File: config.mk
export PLATFORM = sky130hd
export DESIGN_NAME = dmem_arbiter
export DESIGN_NICKNAME = d
export VERILOG_FILES = /design/src/rtl/dmem_arb_pkg.sv /design/src/rtl/dmem_arb_starve_ctr.sv /design/src/rtl/dmem_arbiter.sv
export SDC_FILE = /design/constraint.sdc
export NUM_CORES = 1
export LEC_CHECK = 0
export ABC_AREA = 1
export BUFFER_PORTS_ARGS = -buffer_cell sky130_fd_sc_hd__buf_2
export CORE_AREA = 2 2 118 120
export CTS_BUF_LIST = sky130_fd_sc_hd__clkbuf_16
export CTS_CLUSTER_SIZE = 24
export DETAILED_ROUTE_END_ITERATION = 16
export DIE_AREA = 0 0 120 122
export GPL_TIMING_DRIVEN = 0
export PLACE_DENSITY = 0.6
export SLEW_MARGIN = 20
export SYNTH_ARGS = -nofsm -noshare
export SYNTH_HDL_FRONTEND = slang
export SYNTH_SLANG_ARGS = --single-unit
File: constraint.sdc
create_clock -name clk -period 3.65 [get_ports clk]
set_input_delay 0.5475 -clock clk [delete_from_list [all_inputs] [get_ports clk]]
set_output_delay 0.5475 -clock clk [all_outputs]
set_load 0.03 [all_outputs]
File: src/rtl/dmem_arb_pkg.sv
// Shared types and constants for the data-memory arbiter.
package dmem_arb_pkg;

    localparam int unsigned WORD_BYTES = 4;
    localparam logic [31:0] ALIGN_MASK = 32'(WORD_BYTES - 1);

    typedef enum logic [1:0] {
        StIdle,
        StCpuRd,
        StDbgRd
    } arb_state_e;

    // True when a byte address is misaligned or beyond the last valid word
    function automatic logic addr_bad(input logic [31:0] addr, input logic [31:0] addr_max);
        return ((addr & ALIGN_MASK) != 32'd0) || (addr > addr_max);
    endfunction

endpackage

File: src/rtl/dmem_arb_starve_ctr.sv
// Debug-port starvation counter: raises force_dbg once debug has been
// denied STARVE_MAX consecutive cycles while requesting.
module dmem_arb_starve_ctr #(
    parameter int unsigned STARVE_MAX = 4
) (
    input  logic clk,
    input  logic reset,
    input  logic dbg_req,
    input  logic dbg_gnt,
    output logic force_dbg
);
    localparam int unsigned CntW = (STARVE_MAX > 0) ? $clog2(STARVE_MAX + 1) : 1;
    localparam logic [CntW-1:0] CntMax = CntW'(STARVE_MAX);

    logic [CntW-1:0] r_cnt;
    logic [CntW-1:0] w_cnt_d;

    // Saturating count of denied cycles; cleared by a grant or a dropped request
    always_comb begin
        w_cnt_d = r_cnt;
        if (!dbg_req || dbg_gnt) begin
            w_cnt_d = '0;
        end else if (r_cnt != CntMax) begin
            w_cnt_d = r_cnt + CntW'(1);
        end
    end

    // Counter register
    always_ff @(posedge clk or posedge reset) begin
        if (reset) begin
            r_cnt <= '0;
        end else begin
            r_cnt <= w_cnt_d;
        end
    end

    assign force_dbg = (r_cnt == CntMax);

endmodule

File: src/rtl/dmem_arbiter.sv
// Two-port (CPU / debug) arbiter in front of a single-port data memory with
// registered read data. Optional grant statistics: define DMEM_ARB_STATS_EN.
module dmem_arbiter
    import dmem_arb_pkg::*;
#(
    parameter int unsigned ADDR_LIMIT = 1024,
    parameter int unsigned STARVE_MAX = 4
) (
    input  logic        clk,
    input  logic        reset,
    input  logic        cpu_req,
    input  logic        cpu_we,
    input  logic [31:0] cpu_addr,
    input  logic [31:0] cpu_wdata,
    output logic        cpu_gnt,
    output logic        cpu_rvalid,
    output logic        cpu_err,
    output logic [31:0] cpu_rdata,
    input  logic        dbg_req,
    input  logic        dbg_we,
    input  logic [31:0] dbg_addr,
    input  logic [31:0] dbg_wdata,
    output logic        dbg_gnt,
    output logic        dbg_rvalid,
    output logic        dbg_err,
    output logic [31:0] dbg_rdata,
    output logic        mem_read,
    output logic        mem_write,
    output logic [31:0] mem_addr,
    output logic [31:0] mem_wdata,
    input  logic [31:0] mem_rdata
`ifdef DMEM_ARB_STATS_EN
    ,
    output logic [15:0] cpu_gnt_cnt,
    output logic [15:0] dbg_gnt_cnt
`endif
);
    localparam logic [31:0] AddrMax = 32'(ADDR_LIMIT - WORD_BYTES);

    arb_state_e  r_state;
    arb_state_e  w_state_d;
    logic        w_force_dbg;
    logic        w_idle;
    logic        w_cpu_win;
    logic        w_dbg_win;
    logic        w_any_win;
    logic        w_err;
    logic        w_win_we;
    logic [31:0] w_win_addr;
    logic [31:0] w_win_wdata;

    dmem_arb_starve_ctr #(
        .STARVE_MAX(STARVE_MAX)
    ) u_starve (
        .clk      (clk),
        .reset    (reset),
        .dbg_req  (dbg_req),
        .dbg_gnt  (dbg_gnt),
        .force_dbg(w_force_dbg)
    );

    // Arbitration decision; only taken in IDLE and never while reset is held
    always_comb begin
        w_idle      = (r_state == StIdle) && !reset;
        w_cpu_win   = w_idle && cpu_req && !(dbg_req && w_force_dbg);
        w_dbg_win   = w_idle && dbg_req && !w_cpu_win;
        w_any_win   = w_cpu_win || w_dbg_win;
        w_win_we    = w_dbg_win ? dbg_we    : cpu_we;
        w_win_addr  = w_dbg_win ? dbg_addr  : cpu_addr;
        w_win_wdata = w_dbg_win ? dbg_wdata : cpu_wdata;
        w_err       = w_any_win && addr_bad(w_win_addr, AddrMax);
    end

    // State register; reset discards any read in flight
    always_ff @(posedge clk or posedge reset) begin
        if (reset) begin
            r_state <= StIdle;
        end else begin
            r_state <= w_state_d;
        end
    end

    // Next state: a good read grant parks the FSM for one data-return cycle
    always_comb begin
        w_state_d = r_state;
        unique case (r_state)
            StIdle: begin
                if (w_any_win && !w_err && !w_win_we) begin
                    w_state_d = w_cpu_win ? StCpuRd : StDbgRd;
                end
            end
            StCpuRd, StDbgRd: w_state_d = StIdle;
            default:          w_state_d = StIdle;
        endcase
    end

    // Outputs: grants/strobes from the IDLE decision, rvalid/rdata from read states
    always_comb begin
        cpu_gnt    = w_cpu_win;
        dbg_gnt    = w_dbg_win;
        cpu_err    = w_cpu_win && w_err;
        dbg_err    = w_dbg_win && w_err;
        mem_write  = w_any_win && !w_err && w_win_we;
        mem_read   = w_any_win && !w_err && !w_win_we;
        mem_addr   = (mem_write || mem_read) ? w_win_addr : 32'd0;
        mem_wdata  = mem_write ? w_win_wdata : 32'd0;
        cpu_rvalid = (r_state == StCpuRd) && !reset;
        dbg_rvalid = (r_state == StDbgRd) && !reset;
        cpu_rdata  = cpu_rvalid ? mem_rdata : 32'd0;
        dbg_rdata  = dbg_rvalid ? mem_rdata : 32'd0;
    end

`ifdef DMEM_ARB_STATS_EN
    logic [15:0] r_cpu_cnt;
    logic [15:0] r_dbg_cnt;

    // Saturating grant counters, error grants included
    always_ff @(posedge clk or posedge reset) begin
        if (reset) begin
            r_cpu_cnt <= 16'd0;
            r_dbg_cnt <= 16'd0;
        end else begin
            if (cpu_gnt && (r_cpu_cnt != 16'hFFFF)) r_cpu_cnt <= r_cpu_cnt + 16'd1;
            if (dbg_gnt && (r_dbg_cnt != 16'hFFFF)) r_dbg_cnt <= r_dbg_cnt + 16'd1;
        end
    end

    assign cpu_gnt_cnt = r_cpu_cnt;
    assign dbg_gnt_cnt = r_dbg_cnt;
`endif

endmodule

---- After elaboration in Yosys (flattened, before gate mapping) ----
Index checks and enable logic that the tools add are counted.
operators by class
  shift-type cells ........................ 0
  div/mod/pow operators ................... 0
  muxes and demuxes ....................... 12
  bitwise operators ....................... 0
  equal/unequal tests ..................... 5
  $lt $le $gt $ge ......................... 1
  reductions and logical operators ........ 27
  add/subtract/negate cells ............... 1
  multipliers ............................. 0
operators with widths
  cell                                                   count
  2-to-1 mux 32 bit                                      6
  > comparator 32 x 10 -> 1 bit (second input constant)  1
  nonzero test 32 bit                                    1
  logical AND 1 bit                                      14
  logical NOT 1 bit                                      6
  2-to-1 mux 2 bit                                       3
  2-to-1 mux 3 bit                                       2
  logical OR 1 bit                                       4
  adder 3 x 1 -> 3 bit (second input constant)           1
  == test 3 bit (second input constant)                  1
  inequality test 3 bit (second input constant)          1
  == test 2 x 1 -> 1 bit (second input constant)         1
  == test 2 bit (second input constant)                  1
  logical NOT 2 bit                                      1
  inequality test 2 bit (second input constant)          1
  nonzero test 2 bit                                     1
  2-to-1 mux 1 bit                                       1
word-level totals
  bits in latches ......................... 0
  bits in read-only memories .............. 0
  memories kept ........................... 0
  output and inout port bits .............. 136
  register bits ........................... 5
  RAM bits ................................ 0

---- Logic depth before layout (Yosys ltp) ----
Gate-level depths: netlist of the first run.
  depth after elaboration ................. 15
  gate-level depth with buffers ........... 15

---- Modules after synthesis ----
A second synthesis of the first run with hierarchy kept.
second synthesis, totals
  cells, all modules ...................... 488
  area, all modules ....................... 2364.8 µm²
modules (own cells, without submodules)
  module               cells each  sequential area each (µm²)  area each (µm²)  times used
  dmem_arbiter         460         50.0                        2160.8           1
  dmem_arb_starve_ctr  28          75.1                        203.9            1

---- Least setup slack after synthesis of the first run ----
OpenSTA, ideal clock, no wires.
  kind .................................... in2out
  start ................................... input reset
  end ..................................... output mem_wdata[30]
  setup slack ............................. 0.732 ns
  stages .................................. 11
  data arrival time ....................... 2.371 ns
  cells stage by stage .................... nor2_2 > nand2_2 > nor2_4 > nand2_4 > inv_2 > buf_2 > buf_1 > nand2_1 > nand2_1 > inv_1 > nor2_1
between the ends
  word-level cells in the longest chain between the ends .. 14
  elaborated cells between the ends (all ways) .. 19
  classes of those cells .................. order compare (1); mux (4); reduce/logical (14)
RTL lines
  element                                                                      RTL line             RTL
  start, declared                                                              dmem_arbiter.sv:10   input logic reset,
  logical NOT 1 bit (no line) *                                                --
  logical AND 1 bit *                                                          dmem_arbiter.sv:64   w_idle = (r_state == StIdle) && !reset;
  logical AND 1 bit (2 in a row)                                               dmem_arbiter.sv:65   w_cpu_win = w_idle && cpu_req && !(dbg_req && w_force_dbg);
  logical NOT 1 bit                                                            dmem_arbiter.sv:66   w_dbg_win = w_idle && dbg_req && !w_cpu_win;
  logical AND 1 bit *                                                          dmem_arbiter.sv:66
  named net dbg_gnt                                                            dmem_arbiter.sv:23   output logic dbg_gnt,
  2-to-1 mux 32 bit                                                            dmem_arbiter.sv:69   w_win_addr = w_dbg_win ? dbg_addr : cpu_addr;
  > comparator 32 x 10 -> 1 bit / nonzero test 32 bit (equally long branches)  dmem_arb_pkg.sv:15   return ((addr & ALIGN_MASK) != 32'd0) || (addr > addr_max);
  logical OR 1 bit                                                             dmem_arb_pkg.sv:15
  logical AND 1 bit                                                            dmem_arbiter.sv:71   w_err = w_any_win && addr_bad(w_win_addr, AddrMax);
  logical NOT 1 bit                                                            dmem_arbiter.sv:103  mem_write = w_any_win && !w_err && w_win_we;
  logical AND 1 bit (2 in a row)                                               dmem_arbiter.sv:103
  2-to-1 mux 32 bit *                                                          dmem_arbiter.sv:106  mem_wdata = mem_write ? w_win_wdata : 32'd0;
  end, declared                                                                dmem_arbiter.sv:30   output logic [31:0] mem_wdata,
Mark *: on every way through the listed nets, which the timed path passes. The rest lies on a longest branch.

---- Worst setup path after layout of the first run ----
  start ................................... register u_starve.r_cnt[0]
  end ..................................... output mem_wdata[8]
between the ends
  word-level cells in the longest chain between the ends .. 14
  elaborated cells between the ends (all ways) .. 18
  classes of those cells .................. order compare (1); eq/ne (1); mux (4); reduce/logical (12)
RTL lines
  element                                                                      RTL line                   RTL
  start, declared                                                              dmem_arb_starve_ctr.sv:15  logic [CntW-1:0] r_cnt;
  start signal, assigned                                                       dmem_arb_starve_ctr.sv:33  r_cnt <= w_cnt_d;
  == test 3 bit *                                                              dmem_arb_starve_ctr.sv:37  assign force_dbg = (r_cnt == CntMax);
  logical AND 1 bit *                                                          dmem_arbiter.sv:65
  logical NOT 1 bit *                                                          dmem_arbiter.sv:65
  logical AND 1 bit *                                                          dmem_arbiter.sv:65
  logical NOT 1 bit                                                            dmem_arbiter.sv:66
  logical AND 1 bit                                                            dmem_arbiter.sv:66
  2-to-1 mux 32 bit                                                            dmem_arbiter.sv:69
  > comparator 32 x 10 -> 1 bit / nonzero test 32 bit (equally long branches)  dmem_arb_pkg.sv:15
  logical OR 1 bit                                                             dmem_arb_pkg.sv:15
  logical AND 1 bit                                                            dmem_arbiter.sv:71
  logical NOT 1 bit                                                            dmem_arbiter.sv:103
  logical AND 1 bit (2 in a row)                                               dmem_arbiter.sv:103
  2-to-1 mux 32 bit *                                                          dmem_arbiter.sv:106
Every way passes the cells marked *; elsewhere a longest branch is shown, timed or not.

==> flow_summary.ini, run 1 <==
[power]
totalPowerFinal_mw = 0.537
combPwrFrac = 0.552
clkPwrFrac = 0.330
seq_power_share = 0.118
power.density_mw_per_mm2 = 133
power_switching_share = 0.374
p_int_mw = 0.337
power.switching_mw = 0.201
p_leak_nw = 3.05
peakVddDrop_v = 0.0000848

[critical_path]
r2r_setup_slack_ps = 1390
critPathCaptureType = output pin
rr_worst_depth = 14
cp.required_ps = 3100
crit_fanout = 10
r2r_end = r_state[0]
crit_type = flip-flop to output pin
r2r_start = u_starve.r_cnt[0]
cp-start-kind = flip-flop
worstPathArrival_ps = 2810

[layout]
area.sequential_sq_um = 125
nNetsFinal = 953
layout-drive-gt1-share = 0.416
multi_input_area_sq_mm = 0.00155
synthToLayoutAreaGrowth_pct = 80.4
fillers = 1575
layout.cells.non_filler = 965
final_cell_mix = 279 x buf_2, 165 x nand2_1, 118 x nor2_1, 93 x inv_1, 27 x buf_4
stdcell_area_sq_mm = 0.00404
layout_commonest_cell = buf_2

[routing]
routed_wl_mm = 10.2
viasPerCell = 3.68
wl_per_cell_um = 10.6
dr_total_vias = 3548
detail-route-antenna-nets = 0
drc_errors = 0
firstDrtPassIters = 4
drt-initial-drc-count = 76

[clock_tree]
cts_inserted_buffers = 3
cts_root_buf = clkbuf_16
hold_buffers = 0
numClockSinks = 5
htreeDepth = 1
clockBufferDepth = 2
cts.clk_slew.worst_paths_ps = 30
cts_tree = yes
clock_latency_ps = 230

[run]
maxCapViolCount = 0

[sta]
timing.final.crit_share = 0.921
clock_skew_ps = 0.614
min_period_ps = 3360
worst_slew_pin_slew_ps = 843
slew_viol_final = 0
fmax_ghz = 0.298
finalHoldViolations = 0
setup_viol_count_final = 0
relSlewSlack = 0.438
rsz0062_at_grt = yes

[global_routing]
grt_max_degree = 11
antenna_found_initial = 1
grt-ovfl-total = 0
grt_pass1_vias = 3239
grt_first_pass_wirelength_mm = 15.1
grt_use_total = 0.127

[floorplanning]
start_util = 0.166
die_y_um = 122
pin_count = 302
die_x_um = 120
dieArea_sq_mm = 0.0146
coreArea_sq_mm = 0.0135
placementRows = 43

[synthesis]
ys_warn_count = 0
synth_area_sq_mm = 0.00224
yosysSeqAreaShare = 0.0558
yosys.cell_types.count = 28
synth_seq_cells = 5
avgSynthCellArea_sq_um = 4.68
synthCells = 479

[placement]
place.gp.congestion = 0.764
portBuffers = 277
dpl-instance-area_sq_mm = 0.00394
dpl.cell_count = 959
dp_hpwl_mm = 8.92

[worst_hold_path]
worstHoldPathType = primary input to asynchronous set/reset pin

[outcome]
status = finished clean
power by group through the flow:
stage	Combinational [mW]	Clock, mW	Sequential [mW]
6_report	0.296	0.177	0.0634
5_1_grt	0.338	0.181	0.0643
4_1_cts	0.298	0.179	0.0636
3_5_place_dp	0.297	0	0.0642
3_3_place_gp	0.294	0	0.0639
2_1_floorplan	0.181	0	0.0634
metal layers:
metal | wire (um) | part of all wire | vias to the layer above | global-route usage
met5 | 0 | 0 | - | 0
met4 | 49 | 0.0048 | 0 | 0.0169
met3 | 920 | 0.090 | 8 | 0.0253
met2 | 5420 | 0.53 | 179 | 0.263
met1 | 3840 | 0.38 | 1431 | 0.133
li1 | - | - | 1930 | -
cell type report:
type	instances	share of cell area
Antenna cell	1	0.000619
Buffer	46	0.0758
Clock buffer	3	0.0186
Clock inverter	1	0.000929
Inverter	95	0.0882
Multi-Input combinational cell	356	0.384
Sequential cell	5	0.0310
Tap cell	180	0.0557
Timing Repair Buffer	278	0.345
critical path: stages (launching register included):
cell and delay, ps:
dfrtp_1 340, inv_1 70, ha_1 210, nand3_1 100, nand2_2 160, nand2_4 160, inv_2 80, buf_2 200
nand2_1 100, nand2_1 50, nor2_1 80, nand2_1 90, nor2_4 200, nand4_4 170, buf_4 230, nor2_1 120
buf_2 220
cell families (layout without fill, tap and decap cells):
| logic type | Yosys count | in the layout | synth area share |
|---|---|---|---|
| other cells | 1 | 25 | 0.00167 |
| mux | 8 | 8 | 0.0357 |
| compound gates | 6 | 6 | 0.0145 |
| flops | 5 | 5 | 0.0558 |
| fa+ha+maj | 2 | 2 | 0.0112 |
| xor+xnor | 1 | 1 | 0.00391 |
| buf+inv | 141 | 423 | 0.295 |
| simple gates | 315 | 315 | 0.582 |
flip-flops by register name, summed over array words and instances (netlist names):
register,flops
u_starve.r_cnt,3
r_state,2
Yosys cell counts:
cell | number | area (sq um)
xnor2_1 | 1 | 8.76
a21oi_1 | 1 | 5.00
nor2_1 | 118 | 443
buf_4 | 26 | 195
o31ai_1 | 1 | 7.51
mux2i_1 | 8 | 80.1
nand2_4 | 1 | 11.3
inv_1 | 92 | 345
conb_1 | 1 | 3.75
nand4_1 | 1 | 6.26
inv_2 | 3 | 11.3
nand4_4 | 1 | 21.3
buf_1 | 3 | 11.3
nor3_1 | 1 | 5.00
clkbuf_1 | 10 | 37.5
dfrtp_1 | 5 | 125
nor2_4 | 3 | 33.8
o21ai_0 | 3 | 15.0
nor2_2 | 1 | 6.26
ha_1 | 2 | 25.0
nand2_1 | 165 | 619
nand3b_1 | 14 | 105
nand3_1 | 7 | 35.0
nand2_2 | 2 | 12.5
o21ai_1 | 1 | 5.00
buf_6 | 4 | 45.0
buf_2 | 3 | 15.0
and2_1 | 1 | 6.26
per-stage QoR:
stage / setup WS [ps] / utilization / hold WS [ps] / TNS [ps]
CTS: 126 / 0.298 / 246 / 0
floorplan: 732 / - / 326 / 0
detailed placement: 146 / 0.292 / 477 / 0
global placement: 156 / 0.292 / 474 / 0
finish: 289 / 0.299 / 240 / 0
global route: -1.90 / 0.299 / 268 / -1.90
worst max path at each step:
stage	slack (ps)	start	to
2_1_floorplan	730	reset	mem_wdata[30]
4_1_cts	130	u_starve.r_cnt[0]	mem_wdata[8]
3_5_place_dp	150	reset	mem_addr[5]
5_1_grt	-2	u_starve.r_cnt[0]	mem_wdata[8]
6_report	290	u_starve.r_cnt[0]	mem_wdata[8]
3_3_place_gp	160	reset	mem_addr[5]
timing repair:
item,CTS,global route
resized for setup,1,2
endpoints found under the setup margin,1,9
setup buffers,0,1
pin swaps,0,1
Power figures use the tool's default switching activity.
==> run 2: changes to the inputs <==
--- a/config.mk
+++ b/config.mk
@@ -7,14 +7,15 @@
 export LEC_CHECK = 0
 export ABC_AREA = 1
 export BUFFER_PORTS_ARGS = -buffer_cell sky130_fd_sc_hd__buf_2
-export CORE_AREA = 2 2 118 120
+export CORE_AREA = 2 2 116 118
 export CTS_BUF_LIST = sky130_fd_sc_hd__clkbuf_16
 export CTS_CLUSTER_SIZE = 24
 export DETAILED_ROUTE_END_ITERATION = 16
-export DIE_AREA = 0 0 120 122
+export DIE_AREA = 0 0 118 120
 export GPL_TIMING_DRIVEN = 0
-export PLACE_DENSITY = 0.6
+export PLACE_DENSITY = 0.62
 export SLEW_MARGIN = 20
 export SYNTH_ARGS = -nofsm -noshare
 export SYNTH_HDL_FRONTEND = slang
+export SYNTH_HIERARCHICAL = 1
 export SYNTH_SLANG_ARGS = --single-unit
==> run 2 against run 1 <==
Net effect:
- clock power about the same
- utilization increased by 2.2 points
- setup slack got worse by 31 ps
- global-route usage increased by 0.53 points
- synthesized area increased by 5.5%
- first-iteration DRC count decreased by 32%
- maximum frequency decreased by 0.92%
- clock skew about the same
- largest cell class unchanged
- largest power group unchanged
==> flow_summary.ini, run 2 <==
[sta]
min_period_ps = 3390
slew_viol_final = 0
clock_skew_ps = 0.770
worst_slew_pin_slew_ps = 504
setup_viol_count_final = 0
finalHoldViolations = 0
timing.final.crit_share = 0.929
fmax_ghz = 0.295
relSlewSlack = 0.664
fin_ws_ps = 258
rsz0062_at_grt = no
setup-tns-final_ps = 0

[outcome]
status = finished clean

[power]
totalPowerFinal_mw = 0.532
p_leak_nw = 3.02
power_switching_share = 0.376
seq_power_share = 0.115
clkPwrFrac = 0.336
power.switching_mw = 0.200
power.density_mw_per_mm2 = 128
combPwrFrac = 0.549
p_int_mw = 0.332
peakVddDrop_v = 0.0000646

[routing]
routed_wl_mm = 9.95
drc_errors = 0
detail-route-antenna-nets = 0
drt-initial-drc-count = 52
viasPerCell = 3.75
dr_total_vias = 3646
wl_per_cell_um = 10.2
firstDrtPassIters = 4

[layout]
largest_reg_flops = 3
layout-drive-gt1-share = 0.450
top_register = u_starve/r_cnt
nNetsFinal = 964
synthToLayoutAreaGrowth_pct = 76.6
final_util = 0.322
final_cell_mix = 278 x buf_2, 172 x nand2_1, 100 x inv_1, 89 x nor2_1, 31 x buf_4
antenna_cells = 0
layout_commonest_cell = buf_2
stdcell_area_sq_mm = 0.00418
reg_top3 = u_starve/r_cnt x3, r_state x2

[critical_path]
critPathCaptureType = output pin
critPathLaunch = u_starve/r_cnt[0]
crit_type = flip-flop to output pin
crit_end = mem_wdata[7]
crit_fanout = 10
r2r_setup_slack_ps = 1330
rr_worst_depth = 14
r2r_end = r_state[0]
cp.required_ps = 3100
r2r_start = u_starve/r_cnt[0]
cp-start-kind = flip-flop
worstPathArrival_ps = 2840

[global_routing]
grt_pass1_vias = 3375
antenna_found_initial = 0
grt_first_pass_wirelength_mm = 15.5
grt_max_degree = 18
grt-ovfl-total = 0
grt_use_total = 0.133

[clock_tree]
hold_buffers = 0
htreeDepth = 1
clock_latency_ps = 230
cts_tree = yes
cts.clk_slew.worst_paths_ps = 30
cts_inserted_buffers = 3
clockBufferDepth = 2
cts_root_buf = clkbuf_16
numClockSinks = 5

[floorplanning]
pin_count = 302
die_x_um = 118
die_y_um = 120
start_util = 0.182
dieArea_sq_mm = 0.0142
coreArea_sq_mm = 0.0130
placementRows = 42

[synthesis]
synthTopCellsByCount = 172 x nand2_1, 99 x inv_1, 89 x nor2_1
yosys.cell_types.count = 26
yosysMostFrequentCell = nand2_1
yosys.area.top_type_share = 0.273
synth_edf_count = 0
synth_area_sq_mm = 0.00236
synth_seq_cells = 5
synthCells = 488
yosysSeqAreaShare = 0.0529
ys.flop_type = dfrtp_1
ys_warn_count = 6
synth_top_area_cell = nand2_1
avgSynthCellArea_sq_um = 4.85
synthArstFlopShare = 1.00
synth_area_leaders = nand2_1 27%, inv_1 16%, nor2_1 14%

[placement]
portBuffers = 277
place_ws_ps = 221
place.gp.congestion = 0.741
dp_hpwl_mm = 8.81
dpl-instance-area_sq_mm = 0.00406

[run]
maxCapViolCount = 0

[worst_hold_path]
worstHoldPathType = primary input to asynchronous set/reset pin
[run 2: cell count changes after synthesis, sizes merged, moves of 2 or more]
cell | before | now
nor2 | 122 | 124
nand3b | 14 | 0
nand2 | 168 | 173
o21bai | 0 | 13
inv | 95 | 101
[run 2: cells by family (layout without fill, tap and decap cells)]
group,count (synthesis),after routing,synth area share
mux,8,8,0.0339
buf+inv,147,431,0.288
simple gates,307,307,0.556
compound gates,18,18,0.0566
other cells,1,24,0.00159
fa+ha+maj,2,2,0.0106
flops,5,5,0.0529
[run 2: final cells by class]
cell class	count	area, sq um
fill	1520	8800
multi-input combinational	359	1650
buffer	45	302
clock buffer	3	75.1
clock inverter	1	3.75
sequential	5	125
inverter	101	379
tap	176	220
timing repair buffer	281	1420
[run 2: power groups by stage]
stage	clock network [mW]	registers [mW]	logic [mW]
after CTS	0.183	0.0614	0.291
final	0.179	0.0614	0.292
after global routing	0.186	0.0618	0.330
after detailed placement	0	0.0620	0.290
after global placement	0	0.0618	0.287
after floorplan	0	0.0614	0.175
[run 2: repair_timing]
action,4_1_cts,5_1_grt
pin swaps,0,2
buffers inserted,0,4
endpoints found under the setup margin,15,39
gates resized for setup,0,4
[run 2: worst min path at each step]
stage	start	to	slack [ps]	cells after the start
6_report	reset	r_state[1]	220	2
5_1_grt	reset	r_state[1]	230	2
4_1_cts	reset	r_state[1]	220	2
3_5_place_dp	reset	r_state[1]	460	2
3_3_place_gp	reset	r_state[0]	450	2
2_1_floorplan	reset	r_state[0]	290	1
[run 2: metal layers]
| metal | wire [um] | up-vias | track usage |
|---|---|---|---|
| li1 | - | 1954 | - |
| met1 | 3770 | 1508 | 0.137 |
| met2 | 5350 | 179 | 0.271 |
| met3 | 767 | 5 | 0.0290 |
| met4 | 67 | 0 | 0.0248 |
| met5 | 0 | - | 0 |
[run 2: critical path, stage by stage (launching register included)]
cell,delay [ps]
dfrtp_1,370
inv_1,70
ha_1,230
nand2_2,100
inv_2,50
a21oi_4,260
nor2_8,70
buf_4,180
o21ai_0,160
nand2_1,80
nor2_1,100
nand2_1,90
nor2_4,160
nand4_4,180
buf_6,220
nor2_2,80
buf_2,200
[run 2: through the flow]
stage          hold WS (ps)  instances
2_1_floorplan           289        511
3_3_place_gp            454        964
3_5_place_dp            460        964
4_1_cts                 218        967
5_1_grt                 230        971
6_report                218        971
